--- src/rtl/pmod_dac_spi.sv ---
// SPI write engine for daisy-chained serial-input DACs on a Pmod header.
// Owns the complete nCS / SCLK / DIN / nLDAC sequence for one transfer of
// NUM_CH*DATA_W bits, MSB of the farthest DAC first, with optional LDAC pulse.
module pmod_dac_spi #(
  parameter int DATA_W  = 16,
  parameter int NUM_CH  = 1,
  parameter int CLK_DIV = 2,
  parameter int LDAC_W  = 2
) (
  input  logic                     clk,
  input  logic                     reset,
  input  logic [NUM_CH*DATA_W-1:0] data,
  input  logic                     ldac_en,
  input  logic                     start,
  output logic                     busy,
  output logic                     done,
  output logic                     sclk,
  output logic                     din,
  output logic                     nCS,
  output logic                     nLDAC
);

  localparam int N      = NUM_CH * DATA_W;
  localparam int BC_W   = $clog2(N + 1);
  localparam int PH_MAX = (CLK_DIV > LDAC_W) ? CLK_DIV : LDAC_W;
  localparam int PH_W   = $clog2(PH_MAX + 1);

  localparam logic [PH_W-1:0] PH_DIV_LAST  = PH_W'(CLK_DIV - 1);
  localparam logic [PH_W-1:0] PH_LDAC_LAST = PH_W'(LDAC_W - 1);
  localparam logic [BC_W-1:0] BC_LAST      = BC_W'(N - 1);

  typedef enum logic [2:0] {
    IDLE, SETUP, SHIFT_LO, SHIFT_HI, HOLD, GAP, LDAC, DONE
  } state_t;

  state_t          state_q, state_d;
  logic [PH_W-1:0] ph_q, ph_d;
  logic [BC_W-1:0] bc_q, bc_d;
  logic [N-1:0]    sr_q, sr_d;
  logic            ldac_en_q, ldac_en_d;
  logic            sclk_q, sclk_d;
  logic            din_q, din_d;
  logic            ncs_q, ncs_d;
  logic            nldac_q, nldac_d;
  logic            busy_q, busy_d;
  logic            done_q, done_d;
  logic            ph_last;

  // Next-state, datapath and registered-output decode.
  // Outputs are decoded from state_d so that every pin comes straight off a flop
  // and changes in the same edge as the state it belongs to.
  always_comb begin
    state_d   = state_q;
    ph_d      = ph_q;
    bc_d      = bc_q;
    sr_d      = sr_q;
    ldac_en_d = ldac_en_q;
    din_d     = din_q;

    ph_last = (state_q == LDAC) ? (ph_q == PH_LDAC_LAST) : (ph_q == PH_DIV_LAST);

    if (state_q == IDLE || state_q == DONE) begin
      ph_d = '0;
    end else begin
      ph_d = ph_last ? '0 : ph_q + 1'b1;
    end

    case (state_q)
      IDLE: begin
        if (start) begin
          sr_d      = data;
          ldac_en_d = ldac_en;
          din_d     = data[N-1];
          bc_d      = '0;
          state_d   = SETUP;
        end
      end
      SETUP:    if (ph_last) state_d = SHIFT_LO;
      SHIFT_LO: if (ph_last) state_d = SHIFT_HI;
      SHIFT_HI: begin
        if (ph_last) begin
          bc_d = bc_q + 1'b1;
          if (bc_q == BC_LAST) begin
            state_d = HOLD;
          end else begin
            // Next bit is presented on entry to SHIFT_LO, while sclk falls.
            sr_d    = sr_q << 1;
            din_d   = sr_d[N-1];
            state_d = SHIFT_LO;
          end
        end
      end
      HOLD: if (ph_last) state_d = GAP;
      GAP:  if (ph_last) state_d = ldac_en_q ? LDAC : DONE;
      LDAC: if (ph_last) state_d = DONE;
      DONE: begin
        state_d = IDLE;
        din_d   = 1'b0;
        bc_d    = '0;
      end
      default: state_d = IDLE;
    endcase

    ncs_d   = !(state_d inside {SETUP, SHIFT_LO, SHIFT_HI, HOLD});
    sclk_d  = (state_d != SHIFT_LO);
    nldac_d = (state_d != LDAC);
    busy_d  = !(state_d inside {IDLE, DONE});
    done_d  = (state_d == DONE);
  end

  // State, counters, shift register and output flops with synchronous reset.
  always_ff @(posedge clk) begin
    if (reset) begin
      state_q   <= IDLE;
      ph_q      <= '0;
      bc_q      <= '0;
      sr_q      <= '0;
      ldac_en_q <= 1'b0;
      sclk_q    <= 1'b1;
      din_q     <= 1'b0;
      ncs_q     <= 1'b1;
      nldac_q   <= 1'b1;
      busy_q    <= 1'b0;
      done_q    <= 1'b0;
    end else begin
      state_q   <= state_d;
      ph_q      <= ph_d;
      bc_q      <= bc_d;
      sr_q      <= sr_d;
      ldac_en_q <= ldac_en_d;
      sclk_q    <= sclk_d;
      din_q     <= din_d;
      ncs_q     <= ncs_d;
      nldac_q   <= nldac_d;
      busy_q    <= busy_d;
      done_q    <= done_d;
    end
  end

  assign busy  = busy_q;
  assign done  = done_q;
  assign sclk  = sclk_q;
  assign din   = din_q;
  assign nCS   = ncs_q;
  assign nLDAC = nldac_q;

endmodule
--- config.mk ---
export PLATFORM = sky130hd
export DESIGN_NAME = pmod_dac_spi
export DESIGN_NICKNAME = d
export VERILOG_FILES = /design/src/rtl/pmod_dac_spi.sv
export SDC_FILE = /design/constraint.sdc
export NUM_CORES = 1
export LEC_CHECK = 0
export ABC_AREA = 1
export CORE_AREA = 4 4 99 54
export CTS_BUF_LIST = sky130_fd_sc_hd__clkbuf_16
export DETAILED_ROUTE_END_ITERATION = 12
export DIE_AREA = 0 0 103 58
export PLACE_DENSITY = 0.63
export RECOVER_POWER = 50
export SETUP_SLACK_MARGIN = 0.05
export SLEW_MARGIN = 25
export SYNTH_ARGS = -nofsm -noshare
export SYNTH_HDL_FRONTEND = slang
export SYNTH_SLANG_ARGS = --single-unit
--- constraint.sdc ---
create_clock -name clk -period 1.84 [get_ports clk]
set_input_delay 0.276 -clock clk [delete_from_list [all_inputs] [get_ports clk]]
set_output_delay 0.276 -clock clk [all_outputs]
set_load 0.02 [all_outputs]
-- Word-level counts from Yosys, hierarchy flattened
Index checks and enable logic that the tools add are counted.
- bits in writable memories: 0
- bits in latches: 0
- bits in registers: 32
- input bits: 20
- output and inout bits: 6
- ROM bits: 0
- memories kept: 0
- div/mod/pow operators: 0
- reduce and logical (&&, ||, !) cells: 14
- equal/unequal tests: 19
- add/subtract/negate cells: 2
- order comparisons: 0
- bitwise logic cells: 0
- muxes and demuxes: 21
- shift operators: 0
- multipliers: 0
- operators with widths (operator ; number):
    15-bit two-way mux ; 3
    15-bit case mux with 2 select lines ; 1
    3-bit two-way mux ; 8
    3-bit case mux with 8 select lines ; 1
    3-bit equality test (second input constant) ; 6
    5-bit case mux with 3 select lines ; 1
    3-bit by 2-bit equality test with 1-bit output (second input constant) ; 4
    5-bit two-way mux ; 2
    4-bit AND reduction ; 2
    3-bit by 1-bit equality test with 1-bit output (second input constant) ; 2
    3-bit logical NOT ; 2
    2-bit != test (second input constant) ; 3
    5-bit by 1-bit adder with 5-bit output (second input constant) ; 1
    5-bit by 4-bit equality test with 1-bit output (second input constant) ; 1
    1-bit two-way mux ; 4
    2-bit nonzero test ; 2
    4-bit nonzero test ; 1
    3-bit by 2-bit != test with 1-bit output (second input constant) ; 1
    3-bit != test (second input constant) ; 1
    1-bit case mux with 3 select lines ; 1
    3-bit AND reduction ; 1
    3-bit nonzero test ; 1
    3-bit OR reduction ; 1
    2-bit by 1-bit adder with 2-bit output (second input constant) ; 1
    other kinds (4) ; 5

-- Depth between registers and ports, before layout
- depth after elaboration: 7
- gate-level depth with buffers: 12
- depth with buffers taken out: 12

-- Worst setup path before layout
No wires, ideal clock.
- kind: flip-flop to flip-flop
- from: register bc_q[0]
- to: register sr_q[2]
- cell stages (with the launch flop): 12
- path slack: 0.285 ns
- path buffers: 1
- period minus slack after synthesis: 1.555 ns
- arrival time: 1.443 ns
- path through: dfxtp_1 ha_1 nand2_1 nor2_1 ha_1 nand2_1 o21ai_2 nor2_8 buf_6 nand3_1 nand2_1 nor2_1
- longest elaborated chain between the ends: 3
- ends and longest elaborated chain (item ; line ; RTL):
    from (decl) ; 38 ; logic [BC_W-1:0] bc_q, bc_d;
    from (signal assigned) ; 116 ; bc_q <= '0;
    from (signal assigned) ; 128 ; bc_q <= bc_d;
    5-bit by 4-bit equality test with 1-bit output ; 83 ; if (bc_q == BC_LAST) begin
    2-bit != test (no line) ; n/a ;
    4-bit AND reduction (no line) ; n/a ;
    to (signal assigned) ; 129 ; sr_q <= sr_d;
    to (decl) ; 39 ; logic [N-1:0] sr_q, sr_d;
No other way between the ends.
A chain may end at the register's enable or synchronous reset.

-- Worst setup path after layout
- from: register bc_q[0]
- to: register sr_q[14]
The elaborated chain is that of the path after synthesis.

==> results_dict.tcl <==
set metrics [dict create \
    outcome "finished, final reports clean" \
    root_buffer "clkbuf_16" \
    pwr-share-seq 0.429 \
    crit_top_cell "nand2_1" \
    avgSynthCellArea_sq_um 6.64 \
    synth_compound_area_frac 0.0689 \
    yosys-top-cells-area "dfxtp_1 42%, nand2_1 19%, nor2_1 11%" \
    antenna_cells 0 \
    whs_ns 0.421 \
    top_layer "met4" \
    setup_viol 0 \
    regArea_sq_um 641 \
    vias 1483 \
    required_ns 2.01 \
    netlist_area_sq_um 1530 \
    synth_top_family_by_area "simple AND/OR/NAND/NOR gates" \
    syn_inst 230 \
    overflow 0 \
    cts_tree "yes" \
    gp_congestion 0.770 \
    multiInputGateArea_sq_um 806 \
    crit_type "reg2reg" \
    period_needed_ns 1.67 \
    reg2regPathDepth 10 \
    start_kind "flop" \
    worstMarginPinSlew_ns 0.489 \
    final.period_utilization 0.908 \
    crit_slowest_cell "dfxtp_1" \
    max_freq_ghz 0.598 \
    drt_iter0_markers 40 \
    syn2layout_area_growth_pct 34.8 \
    setup_tns_ns 0 \
    p_leak_nw 0.902 \
    drt.antenna.violating_nets 0 \
    worst-path-buf-inv 0 \
    powerDensity_nw_per_um2 862 \
    fin_worst_skew_ns 0.00753 \
    yosys_warnings 0 \
    synth_seq_cells 32 \
    finalPower_mw 1.77 \
    rsz0062_at_grt "no" \
    fin_area_sq_um 2060 \
    synth_xor_area_frac 0 \
    yosys.area.top_type_share 0.420 \
    stdcell_count 322 \
    min_path_type "reg2reg" \
    die_h_um 58 \
    min_to "ph_q[0]$_SDFF_PP0_" \
    synth_fa_ha_area_frac 0.0246 \
    arrival_ns 1.84 \
    intPower_mw 1.34 \
    synthSimpleGateAreaFrac 0.412 \
    yosys.area.top_type "dfxtp_1" \
    core_area_sq_um 4380 \
    power_frac_comb 0.144 \
    cts_hold_buf 0 \
    yosysSeqAreaShare 0.420 \
    grt_antenna_before_repair 0 \
    hold_start "ph_q[0]$_SDFF_PP0_" \
    r2r_setup_slack_ns 0.17 \
    first_pass_iters 4 \
    clock_latency_ns 0.28 \
    power_frac_clock 0.427 \
    avgRoutedWirePerCell_um 10.8 \
    syn_nets 253 \
    clk_pin_slew_ns 0.05 \
    cpLargestDelayFamily "simple AND/OR/NAND/NOR gates" \
    grt_max_degree 29 \
    m1WireLength_um 1590 \
    dpl.hpwl_um 2350 \
    nFillCells 444 \
    drive_above_1_share 0.0981 \
    critical-path-max-stage-delay_ns 0.32 \
    cp_max_fo 7 \
    slew_viol_final 0 \
    yosysUniqueCellTypes 25 \
    ir_drop_v 0.000320 \
    grt_usage 0.119 \
    r2r-end "sr_q[14]$_SDFFE_PP0P_" \
    grt_pass1_vias 1232 \
    synth_mux_area_frac 0 \
    switchingPower_mw 0.432 \
    start_util 0.348 \
    nets 288 \
    port_buffers 25 \
    r2r_start "bc_q[0]$_SDFFE_PP0P_" \
    clock_path_buffers 2 \
    viasPerCell 4.61 \
    path_cells "ha_1, nand2_1, nor2_1, ha_1, nand2_1, o21ai_4, nor2_4, nand3_1, nand2_1, nor2_1" \
    htree_levels 2 \
    slew_headroom 0.673 \
    placedCellCount 309 \
    maxCapViolCount 0 \
    dieArea_sq_um 5970 \
    io_pins 26 \
    clock_sinks 32 \
    grt_pass1_wl_um 5490 \
    wl_met2_um 1630 \
    sw_frac_of_total 0.244 \
    met3_length_um 189 \
    place_area_sq_um 1840 \
    holdPathStages 1 \
    endpoint_kind "flop" \
    cts_made_buffers 5 \
    die_w_um 103 \
    drc 0 \
    routed_wl_um 3470 \
    rows 17 \
    hold_violations 0 \
]
[worst reg2reg max path, stage by stage (launching register included)]
cell and delay [ns]:
dfxtp_1 0.32, ha_1 0.21, nand2_1 0.08, nor2_1 0.04, ha_1 0.18, nand2_1 0.16
o21ai_4 0.14, nor2_4 0.22, nand3_1 0.10, nand2_1 0.07, nor2_1 0.04
[cell usage after synthesis (all sizes together)]
library cell,instances
inv,18
nand3,19
o21ai,6
nor3,1
clkbuf,2
buf,5
ha,3
nand4,2
nor3b,1
nor2,49
dfxtp,32
nand2,79
a21oi,12
clkinv,1
[layout by cell type (no fill, tap or decap)]
cell type	netlist	layout
nor2_8	1	1
inv_2	4	4
nand4_1	2	2
o21ai_1	3	1
ha_1	3	3
nand3_1	19	19
nor3b_1	1	1
nand2_1	78	78
buf_4	2	6
dfxtp_1	32	32
clkbuf_16	0	5
a21oi_1	12	12
nor2_2	1	1
clkinv_1	1	3
nand2_2	1	1
clkdlybuf4s50_1	0	19
nor2_4	1	3
o21ai_0	1	2
o21ai_4	1	2
dlygate4sd3_1	0	6
nor3_1	1	1
o21ai_2	1	1
nor2_1	46	46
buf_12	0	2
inv_1	14	14
[state kept, by name (all words and copies together) (netlist names)]
register,flops
bc_q,5
state_q,3
din,1
ldac_en_q,1
nCS,1
nLDAC,1
ph_q,2
sr_q,15
sclk,1
busy,1
done,1
[per-stage QoR]
| stage | util | setup WS, ns |
|---|---|---|
| floorplan | - | 0.285 |
| global placement | 0.419 | 0.122 |
| detailed placement | 0.419 | 0.0625 |
| CTS | 0.449 | 0.0757 |
| global route | 0.469 | 0.0410 |
| finish | 0.469 | 0.169 |
[power groups by stage]
stage                     Combinational [mW]  Sequential (mW)  Clock (mW)
after global routing                   0.286            0.765       0.812
after global placement                 0.222            0.773           0
final                                  0.256            0.761       0.758
after floorplan                        0.145            0.777           0
after CTS                              0.226            0.761       0.775
after detailed placement               0.225            0.775           0
[routing by layer]
layer | track usage | up-vias
li1 | - | 789
met1 | 0.142 | 650
met3 | 0.0469 | 6
met5 | 0 | -
met2 | 0.190 | 38
met4 | 0.0517 | 0
[repair_timing]
item	4_1_cts	5_1_grt
endpoints found under the setup margin	1	16
gates cloned	0	2
buffers inserted	0	4
pin swaps	1	4
resized for setup	0	3
[cells by family (layout without fill, tap and decap cells)]
logic type                 Yosys count  count (layout)
DFF                                 32              32
AOI/OAI and AO/OA                   18              18
and+or+nand+nor                    151             153
adders and majority gates            3               3
buffers and inverters               26              59
[cell type report]
cell class / count / share of cell area
Clock buffer: 5 / 0.0608
Clock inverter: 2 / 0.00365
Inverter: 19 / 0.0347
Multi-Input combinational cell: 174 / 0.392
Sequential cell: 32 / 0.311
Tap cell: 57 / 0.0347
Timing Repair Buffer: 33 / 0.163
[worst max-delay path by stage]
stage	from	endpoint	cells past startpoint
2_1_floorplan	bc_q[0]$_SDFFE_PP0P_	sr_q[2]$_SDFFE_PP0P_	11
3_3_place_gp	bc_q[0]$_SDFFE_PP0P_	sr_q[12]$_SDFFE_PP0P_	10
3_5_place_dp	bc_q[0]$_SDFFE_PP0P_	sr_q[10]$_SDFFE_PP0P_	10
4_1_cts	bc_q[0]$_SDFFE_PP0P_	sr_q[10]$_SDFFE_PP0P_	10
5_1_grt	bc_q[0]$_SDFFE_PP0P_	sr_q[14]$_SDFFE_PP0P_	10
6_report	bc_q[0]$_SDFFE_PP0P_	sr_q[14]$_SDFFE_PP0P_	10
No activity file was read; power rests on OpenSTA's default activity.
==> patch, RTL diff (same flow settings) <==
The output `done` loses its register stage (`done_q` becomes a continuous assignment).
--- a/src/rtl/pmod_dac_spi.sv
+++ b/src/rtl/pmod_dac_spi.sv
@@ -121,7 +121,6 @@
       ncs_q     <= 1'b1;
       nldac_q   <= 1'b1;
       busy_q    <= 1'b0;
-      done_q    <= 1'b0;
     end else begin
       state_q   <= state_d;
       ph_q      <= ph_d;
@@ -133,9 +132,10 @@
       ncs_q     <= ncs_d;
       nldac_q   <= nldac_d;
       busy_q    <= busy_d;
-      done_q    <= done_d;
     end
   end
+
+  assign done_q = done_d;
 
   assign busy  = busy_q;
   assign done  = done_q;
Function: same outputs for any inputs over 10 cycles, from zero or initial values and one cycle with reset high; that may be too few to reach the edited logic, so the function may still have changed.
==> patch against the original RTL <==
- the run now ends with negative setup slack left
- critical path depth is 1 lower
- global-route usage grew 1.1 points
- total power down 2.6%
- synthesized cell count fell by 0.87%
- design area rose by 4.4%
- routed wire length grew 0.37%
- via count fell by 1.1%
- sequential cell count decreased by 1
- synthesized area did not move
- critical path type is now reg -> out
- final cell count up 3.7%
- setup slack got worse by 0.25 ns
==> patch: results (changes against the original RTL) <==
Worst setup path
  • Worst r2r src: ph_q[0] (was bc_q[0])
  • CP delay by family, top: flip-flops (was simple AND/OR/NAND/NOR gates)
  • Worst EP arrival: 1.64 ns (was 1.84 ns)
  • Largest stage delay, worst path: 0.35 ns (was 0.32 ns)
  • Slowest-stage cell, CP: dfxtp_2 (was dfxtp_1)
  • R2R setup slack: between 0.15 and 0.2 ns
  • Worst reg2reg path depth: 10 (unchanged)
  • Reg2reg end: sr_q[0] (was sr_q[14])
  • Peak fanout along the critical path: 2 (was 7)

STA
  • Measured slew at the worst slew-check pin: 0.333 ns (was 0.489 ns)
  • Final setup fails: 1 (was 0)
  • Final worst slack: -0.0782 ns (was 0.169 ns)
  • Layout Skew: 0.00421 ns (was 0.00753 ns)

Power and ir drop
  • Lkg Pwr: 1.03 nW (was 0.902 nW)
  • Worst vdd ir: 0.311 mV (was 0.320 mV)
  • Internal Pwr Total: 1.31 mW (was 1.34 mW)

Placement
  • Dpl hpwl: 2420 um (was 2350 um)
  • # port buffers: 25 (unchanged)
  • Global placement routability congestion: 0.806 (was 0.770)

Routing
  • Met2 wire length: 1590 um (was 1630 um)
  • Vias per inst: 4.39 (was 4.61)
  • Avg WL per Cell: 10.4 um (was 10.8 um)
  • Met3 routed WL: 181 um (was 189 um)
  • Initial DRC Count: 71 (was 40)
  • Wire length on met1: 1660 um (was 1590 um)

Yosys
  • Post-synth ARST share: 0% (unchanged)
  • Xor-xnor portion of the synthesized cell area: 0.574% (was 0%)
  • Syn nets: 251 (was 253)
  • Seq/Total Area, Yosys: 40.7% (was 42.0%)
  • Top cells by instance count after synthesis: 74 x nand2_1, 40 x nor2_1, 31 x dfxtp_1 (was 78 x nand2_1, 46 x nor2_1, 32 x dfxtp_1)
  • Top post-synthesis cells by area: dfxtp_1 41%, nand2_1 18%, nor2_1 9.8% (was dfxtp_1 42%, nand2_1 19%, nor2_1 11%)
  • Synth Area in Compound Gates: 11.1% (was 6.89%)
  • Unique masters post-synth: 23 (was 25)
  • Total of warnings raised by yosys: 0 (unchanged)
  • Post-synthesis adder-cell area fraction: 2.46% (unchanged)

Finish
  • Final nets: 299 (was 288)
  • Share of layout cells above drive strength 1: 17.7% (was 9.81%)

Outcome
  • Outcome: finished with violations (was finished clean)
  • Violated checks: negative setup slack

Global route
  • Met2 usage: 21.4% (was 19.0%)
  • Met1 Usage GRT: 15.4% (was 14.2%)
  • Grt met3 use: 5.05% (was 4.69%)
  • Largest net degree at the start of global routing: 20 (was 29)
  • Vias in the first global route: 1387 (was 1232)
  • First-pass GRT wire length: 6040 um (was 5490 um)
  • GRT Total Usage: 12.9% (was 11.9%)

Worst hold path
  • Hold depth: 1 (unchanged)
  • Hold crit path type: reg -> reg (unchanged)

Clocking
  • CTS Buf Count: 5 (unchanged)

Die
  • Initial Util: 34.8% (unchanged)
-- patch: cell families after synthesis --
group / after synthesis
XOR/XNOR: 1
AND/OR/NAND/NOR: 133
adder cells (fa/ha/maj): 3
buffers and inverters: 30
flip-flops: 31
AO/OA/AOI/OAI: 30
-- patch: worst max path at each step --
stage          endpoint  slack (ns)  cells past startpoint
2_1_floorplan      done        0.20                      8
3_3_place_gp       done       -0.30                     10
3_5_place_dp       done       -0.33                     10
4_1_cts            done        -0.1                      9
5_1_grt            done       -0.15                      9
6_report           done       -0.08                      9
-- patch: power groups by stage --
stage,clock network (mW),logic [mW],registers (mW)
finish,0.788,0.206,0.733
global route,0.832,0.236,0.736
CTS,0.805,0.215,0.733
detailed placement,0,0.212,0.747
global placement,0,0.209,0.745
floorplan,0,0.116,0.748
-- patch: stage by stage --
| stage | setup WS, ns | hold slack, ns | area [um^2] | std cells | TNS (ns) |
|---|---|---|---|---|---|
| final | -0.0782 | 0.420 | 2150 | 334 | -0.0782 |
| after global routing | -0.155 | 0.463 | 2150 | 334 | -0.155 |
| after CTS | -0.0996 | 0.422 | 2170 | 335 | -0.0996 |
| after detailed placement | -0.335 | 0.414 | 1950 | 322 | -0.335 |
| after global placement | -0.303 | 0.406 | 1950 | 322 | -0.303 |
| after floorplan | 0.203 | 0.398 | 1530 | 228 | 0 |
-- patch: cell type report --
type | instances | area, um^2
Sequential cell | 31 | 623
Clock inverter | 3 | 16.3
Clock buffer | 5 | 125
Fill cell | 444 | 2230
Timing Repair Buffer | 48 | 437
Inverter | 23 | 88.8
Multi-Input combinational cell | 167 | 787
Tap cell | 57 | 71.3
-- patch: what timing repair did --
action / CTS / global route
pin swaps: 8 / 6
resized for setup: 18 / 1
endpoints found under the setup margin: 1 / 6
buffers inserted: 5 / 1
